$ cat config.mk
export PLATFORM = sky130hd
export DESIGN_NAME = mul_functional_unit
export DESIGN_NICKNAME = d
export VERILOG_FILES = /design/src/rtl/mul_functional_unit.sv
export SDC_FILE = /design/constraint.sdc
export NUM_CORES = 1
export LEC_CHECK = 0
export CAP_MARGIN = 20
export CORE_ASPECT_RATIO = 0.8
export CORE_MARGIN = 5
export CORE_UTILIZATION = 35
export DETAILED_ROUTE_END_ITERATION = 7
export GPL_TIMING_DRIVEN = 0
export SKIP_CTS_REPAIR_TIMING = 1
export SLEW_MARGIN = 20
export SYNTH_ARGS = -nofsm -noshare
export SYNTH_HDL_FRONTEND = slang
export SYNTH_SLANG_ARGS = --single-unit
export TNS_END_PERCENT = 30
$ cat constraint.sdc
create_clock -name clk -period 4 [get_ports clk]
set_input_delay 1.2 -clock clk [delete_from_list [all_inputs] [get_ports clk]]
set_output_delay 1.2 -clock clk [all_outputs]
set_load 0.005 [all_outputs]
$ cat src/rtl/mul_functional_unit.sv
// Multiplier functional unit: accepts one operand pair and tag from the MUL
// reservation station, multiplies iteratively (one multiplier bit per cycle,
// LSB first), then holds the result on the CDB request lines until granted.
module mul_functional_unit #(
  parameter int unsigned          WIDTH  = 8,
  parameter int unsigned          TAG_W  = 3,
  parameter logic [WIDTH-1:0]     SANITY = 8'hFF
) (
  input  logic               clk,
  input  logic               rst_n,
  input  logic [WIDTH-1:0]   MUL_Operand3,
  input  logic [WIDTH-1:0]   MUL_Operand4,
  input  logic [TAG_W-1:0]   MUL_Tag_ip,
  output logic               MUL_Status,
  output logic               CDB_Req,
  input  logic               CDB_Grant,
  output logic [TAG_W-1:0]   CDB_Tag,
  output logic [WIDTH-1:0]   CDB_Data,
  output logic               MUL_Ovf
);

  localparam int unsigned CNT_W = $clog2(WIDTH) + 1;
  localparam logic [CNT_W-1:0] LAST_STEP = CNT_W'(WIDTH - 1);

  typedef enum logic [1:0] {
    IDLE,
    COMPUTE,
    RESULT
  } state_t;

  state_t               state;
  logic [2*WIDTH-1:0]   multiplicand;
  logic [WIDTH-1:0]     multiplier;
  logic [2*WIDTH-1:0]   acc;
  logic [2*WIDTH-1:0]   acc_next;
  logic [CNT_W-1:0]     step;
  logic [TAG_W-1:0]     held_tag;
  logic                 issue_valid;

  // A station issue is recognised only when neither operand carries the idle marker.
  always_comb begin
    issue_valid = (MUL_Operand3 != SANITY) && (MUL_Operand4 != SANITY);
  end

  // Partial-product add for the multiplier bit currently in the LSB position.
  always_comb begin
    acc_next = acc + (multiplier[0] ? multiplicand : '0);
  end

  // Control FSM and datapath registers; all outputs are registered here.
  always_ff @(posedge clk) begin
    if (!rst_n) begin
      state        <= IDLE;
      multiplicand <= '0;
      multiplier   <= '0;
      acc          <= '0;
      step         <= '0;
      held_tag     <= '0;
      MUL_Status   <= 1'b0;
      CDB_Req      <= 1'b0;
      CDB_Tag      <= '0;
      CDB_Data     <= SANITY;
      MUL_Ovf      <= 1'b0;
    end else begin
      case (state)
        IDLE: begin
          if (issue_valid) begin
            multiplicand <= {{WIDTH{1'b0}}, MUL_Operand3};
            multiplier   <= MUL_Operand4;
            held_tag     <= MUL_Tag_ip;
            acc          <= '0;
            step         <= '0;
            MUL_Status   <= 1'b1;
            state        <= COMPUTE;
          end
        end

        COMPUTE: begin
          acc          <= acc_next;
          multiplicand <= multiplicand << 1;
          multiplier   <= multiplier >> 1;
          step         <= step + 1'b1;
          if (step == LAST_STEP) begin
            CDB_Data <= acc_next[WIDTH-1:0];
            MUL_Ovf  <= |acc_next[2*WIDTH-1:WIDTH];
            CDB_Tag  <= held_tag;
            CDB_Req  <= 1'b1;
            state    <= RESULT;
          end
        end

        RESULT: begin
          if (CDB_Grant) begin
            CDB_Req    <= 1'b0;
            CDB_Data   <= SANITY;
            MUL_Ovf    <= 1'b0;
            MUL_Status <= 1'b0;
            state      <= IDLE;
          end
        end

        default: begin
          state <= IDLE;
        end
      endcase
    end
  end

endmodule

==> flow_summary.yaml <==
die:
  ioPinCount: 36
  num_rows: 32
  die_w_um: 119
  die_h_um: 97.6
  die-area_um2: 11700
  coreArea_um2: 9490
  start_util: 0.354
yosys:
  syn_area_per_cell_um2: 7.99
  ys_ff_latch: 63
  synth_async_sr_flop_share: 0
  synth.most_common_cell: "nand2_1"
  synth_common_cells: "nand2_1, dfxtp_1, nor2_1"
  ys_seq_area_frac: 0.376
  netlist_instances: 420
  ys_top_cells_by_area: "dfxtp_1, nand2_1, ha_1, a21oi_1, nand3_1"
  yosysUniqueCellTypes: 51
  synth_top_area_cell: "dfxtp_1"
  synth_ff_type: "dfxtp_1"
  synth.net_count: 459
  syn_area_um2: 3360
  yosysWarningCount: 0
  synth-edff-count: 0
  synth_top_area_share: 0.376
clocking:
  cts_buffers: 9
  clock_latency_ns: 0.33
  htree_levels: 3
  cts_root_buf: "clkbuf_16"
  clockBufferDepth: 2
  clkSinkCount: 63
  path_clk_slew_ns: 0.05
  cts_tree: "done"
drt:
  wl_met2_um: 3960
  drt-met1-wl_um: 4640
  vias_per_cell: 5.33
  ant_nets: 0
  wl_met3_um: 527
  route.vias.total: 3138
  routed_wl_um: 9210
  routed.top_layer: "met4"
  drc: 0
  dr.first_iter.drc_count: 201
  first_pass_iters: 4
  wl_per_cell_um: 15.6
sta:
  max_slew_margin: 0.531
  maxSlewViolCount: 0
  tightestPinTransition_ns: 0.701
  fin_crit_ns: 3.45
  rsz0062_at_grt: "false"
  fmax_mhz: 290
  whs_ns: 0.453
  setup_ws_ns: 0.549
  finalSetupViolations: 0
  setup_tns_ns: 0
  finClkSkew_ns: 0.00761
  timing.final.hold_violations: 0
  period_share: 0.863
worst_setup_path:
  arrival_ns: 3.64
  worstPathCellList: "clkbuf_1 -> and2_1 -> ha_1 -> fa_1 -> a21o_1 -> a221oi_2 -> o311ai_4 -> xnor2_1 -> nand3_1 -> nor4b_1 -> a21oi_1"
  slowest_delay_ns: 0.49
  cp.required_ns: 4.19
  cp_slowest_cell: "nor4b_1"
  crit_type: "reg -> reg"
  cp_num_buf_inv: 1
  crit_path_start_kind: "flop"
  worst_setup_path_end_kind: "flop"
  reg2reg_from: "multiplier[0]$_SDFFE_PN0P_"
  startpoint: "multiplier[0]$_SDFFE_PN0P_"
  cp_max_fo: 10
  path_delay_family: "compound AO/OA/AOI/OAI gates"
pwr:
  leakage_nw: 1.62
  p_per_area_nw_per_um2: 384
  ir_drop_mv: 0.163
run_status:
  status: "finished clean"
flow_run:
  drv_cap: 0
placed_design:
  hpwl_um: 6880
  portBuffers: 34
  pre_cts_slack_ns: 0.525
  place.gp.congestion: 0.825
grt:
  grt.total_usage: 0.162
  gr-total-overflow: 0
  antenna_found_initial: 0
  grt_max_degree: 11
  grt_pass1_wl_um: 15300
  grt_pass1_vias: 3013
layout:
  drive_gt1_frac: 0.0489
  diodes: 0
  area_delta_synth_final_pct: 23.3
  finalNetCount: 504
hold_path:
  min_path_type: "reg -> reg"
  hold_path.startpoint: "held_tag[1]$_SDFFE_PN0P_"
-- layout by cell type (no fill, tap or decap), drive strengths merged, types with 2 or more instances in the layout --
master,n
nand2,74
nand3,28
and2,20
nor3,7
a31oi,3
dfxtp,63
ha,16
xnor2,7
a21boi,7
nor2b,8
nor2,35
o21ai,18
and3,3
clkdlybuf4s50,34
o211ai,2
or2,2
nand2b,2
inv,3
o311ai,2
clkbuf,39
a21o,3
o31ai,5
or3,2
nand3b,3
nand4,6
buf,2
a21oi,33
a311oi,14
a22oi,4
xor2,6
-- sequential cells by signal, indices dropped and copies added (netlist names) --
signal	flops
CDB_Req	1
CDB_Data	8
multiplicand	16
MUL_Ovf	1
MUL_Status	1
state	2
step	4
acc	16
CDB_Tag	3
multiplier	8
held_tag	3
-- final timing paths --
path | cells past startpoint | to | slack [ns]
worst max register to register | 11 | MUL_Ovf$_SDFFE_PN0P_ | 0.55
worst min-delay path | 2 | CDB_Tag[1]$_SDFFE_PN0P_ | 0.45
worst max-delay path | 11 | MUL_Ovf$_SDFFE_PN0P_ | 0.55
worst min register to register | 2 | CDB_Tag[1]$_SDFFE_PN0P_ | 0.45
-- where the power goes --
part	internal (mW)	switching (mW)	total, mW
logic	0.0557	0.0937	0.149
clock network	0.499	0.274	0.773
registers	0.650	0.0163	0.666
total	1.20	0.384	1.59
-- through the flow --
step | instances | power (mW) | utilization | instance area [µm²]
2_1_floorplan | 420 | 0.763 | - | 3360
3_3_place_gp | 573 | 0.824 | 0.405 | 3850
3_5_place_dp | 573 | 0.826 | 0.405 | 3850
4_1_cts | 589 | 1.60 | 0.436 | 4140
5_1_grt | 589 | 1.64 | 0.436 | 4140
6_report | 589 | 1.59 | 0.436 | 4140
-- layer usage --
metal	vias up	global-route usage
li1	1577	-
met2	86	0.247
met4	0	0.0414
met3	8	0.0373
met5	-	0
met1	1467	0.230
-- worst min-delay path, cell delays in order, from the launching register on --
cell     delay (ns)
dfxtp_1        0.31
nand2_1        0.05
a21oi_1        0.05
-- kinds of logic after synthesis --
family          Yosys count  synth area share
compound gates           99             0.210
xor+xnor                 13            0.0339
fa+ha+maj                17            0.0656
buf+inv                  31            0.0369
flops                    63             0.376
mux                       1           0.00298
simple gates            196             0.275
-- layout make-up --
type                       instances  area [µm²]
buffer                            28         113
clock inverter                     3        42.5
inverter                           3        11.3
clock buffer                      13         250
sequential                        63        1260
multi-input combinational        326        1970
timing repair buffer              34         340
fill                             962        5350
tap                              119         149
Note: power is estimated with default switching activity, not from simulation.
==> RTL edit, RTL diff (config.mk and constraints unchanged) <==
Set the parameter `TAG_W` to 6 (it was 3).
--- a/src/rtl/mul_functional_unit.sv
+++ b/src/rtl/mul_functional_unit.sv
@@ -5,3 +5,3 @@
   parameter int unsigned          WIDTH  = 8,
-  parameter int unsigned          TAG_W  = 3,
+  parameter int unsigned          TAG_W  = 6,
   parameter logic [WIDTH-1:0]     SANITY = 8'hFF
Ports: changed (resized CDB_Tag and MUL_Tag_ip); port bits go from 36 to 42. The function was not compared with the original's and may differ.
==> RTL edit against the original RTL <==
Worst setup slack gained 0.26 ns; sequential cell count is 6 higher; total power is 11% higher; critical path depth unchanged; critical endpoint unchanged; highest routed layer unchanged; wire length increased by 6.6%; largest power group unchanged; maximum frequency grew 8.2%; final area grew 6.4%; area after synthesis up 4.2%.
==> RTL edit: results (changes against the original RTL) <==
# port buffers - 41 (+21%)
sequential element share of the synthesized area - 39.5% (+1.9 points)
Inst Count DP - 625 (+9.1%)
antenna cells - 0 (unchanged)
Worst-Margin Slew - 0.720 ns (+0.0194 ns)
Placed Instance Area - 4080 um2 (+6.1%)
HPWL Detailed - 7220 um (+4.9%)
LEAKAGE - 0.00171 uW (+5.7%)
syn nets - 490 (+6.8%)
final-stage net count - 542 (+7.5%)
layout cells sized above 1 - 3.77% (-1.1 points)
GPL Wtd Cong - 0.884 (+7.1%)
met1 wire length - 4840 um (+4.3%)
NetSw - 407 uW (+6.0%)
Yosys cell types - 48 (-5.9%)
Worst Path Arrival - 3.40 ns (-0.24 ns)
met3 WL - 701 um (+33%)
Total GRT Usage - 17.2% (+1.0 points)
Cells after Synth - 448 (+6.7%)
skew final - 0.00740 ns (-0.000216 ns)
1st-iter DRT viols - 243 (+21%)
met2 routed WL - 4170 um (+5.3%)
slowest CP cell - dfxtp_1
worst-case clock buffer depth - 2 (unchanged)
DR vias/cell - 5.19 (-2.5%)
most frequent cells after synthesis - nand2_1, dfxtp_1, a21oi_1
FILL cells - 988 (+2.7%)
root buffer cell - clkbuf_16
drt pass-1 iters - 5 (+1)
pin count of the biggest net entering global routing - 12 (+1)
first-pass GRT wire length - 16,400 um (+7.8%)
status - complete, no violations
initial antenna violation count - 0 (unchanged)
Area contributors post-synth - dfxtp_1, nand2_1, a21oi_1
final WL - 9820 um (+6.6%)
maximum VDD drop - 0.212 mV (+30%)
synthesis-to-finish area growth - 25.9%
[RTL edit: kinds of logic after synthesis]
group	Yosys count	share of synthesized area, %
compound gates	109	20.3
mux	2	0.572
xor+xnor	13	3.25
flops	69	39.5
simple gates	204	26.5
buf+inv	34	3.68
fa+ha+maj	17	6.29
[RTL edit: cell type report]
type	instances	area share (%)
multi-input cells	345	45.2
flip-flops and latches	69	31.4
repair buffers	41	9.32
clock buffers	12	5.82
well taps	136	3.86
plain buffers	28	2.41
clock inverters	3	1.56
inverters	6	0.511
[RTL edit: through the flow]
step / hold WS (ns) / setup WS [ns]
after global placement: 0.439 / 0.657
after CTS: 0.456 / 0.839
after detailed placement: 0.448 / 0.611
after global routing: 0.483 / 0.534
final: 0.455 / 0.809
after floorplan: 0.422 / 1.47
[RTL edit: final timing paths]
| check | start | slack, ns | end | cells after the start |
|---|---|---|---|---|
| max | multiplier[0] | 0.81 | MUL_Ovf | 11 |
| min reg2reg | held_tag[0] | 0.45 | CDB_Tag[0] | 2 |
| min | held_tag[0] | 0.45 | CDB_Tag[0] | 2 |
| max reg2reg | multiplier[0] | 0.81 | MUL_Ovf | 11 |
[RTL edit: power groups by stage]
stage          registers [uW]  clock network [uW]  logic [uW]
2_1_floorplan             738                   0        91.9
3_3_place_gp              743                   0         153
3_5_place_dp              744                   0         154
4_1_cts                   729                 894         155
5_1_grt                   732                 917         173
6_report                  730                 872         154
[RTL edit: layer usage]
layer	vias to the layer above	global-route usage [%]
li1	1671	-
met1	1541	24.2
met2	100	25.1
met3	11	4.60
met4	0	6.72
met5	-	0
[RTL edit: worst min-delay path, delay by kind of cell (launching register included)]
family	cells	cell delay [ns]
compound gates	1	0.05
flops	1	0.31
simple gates	1	0.05
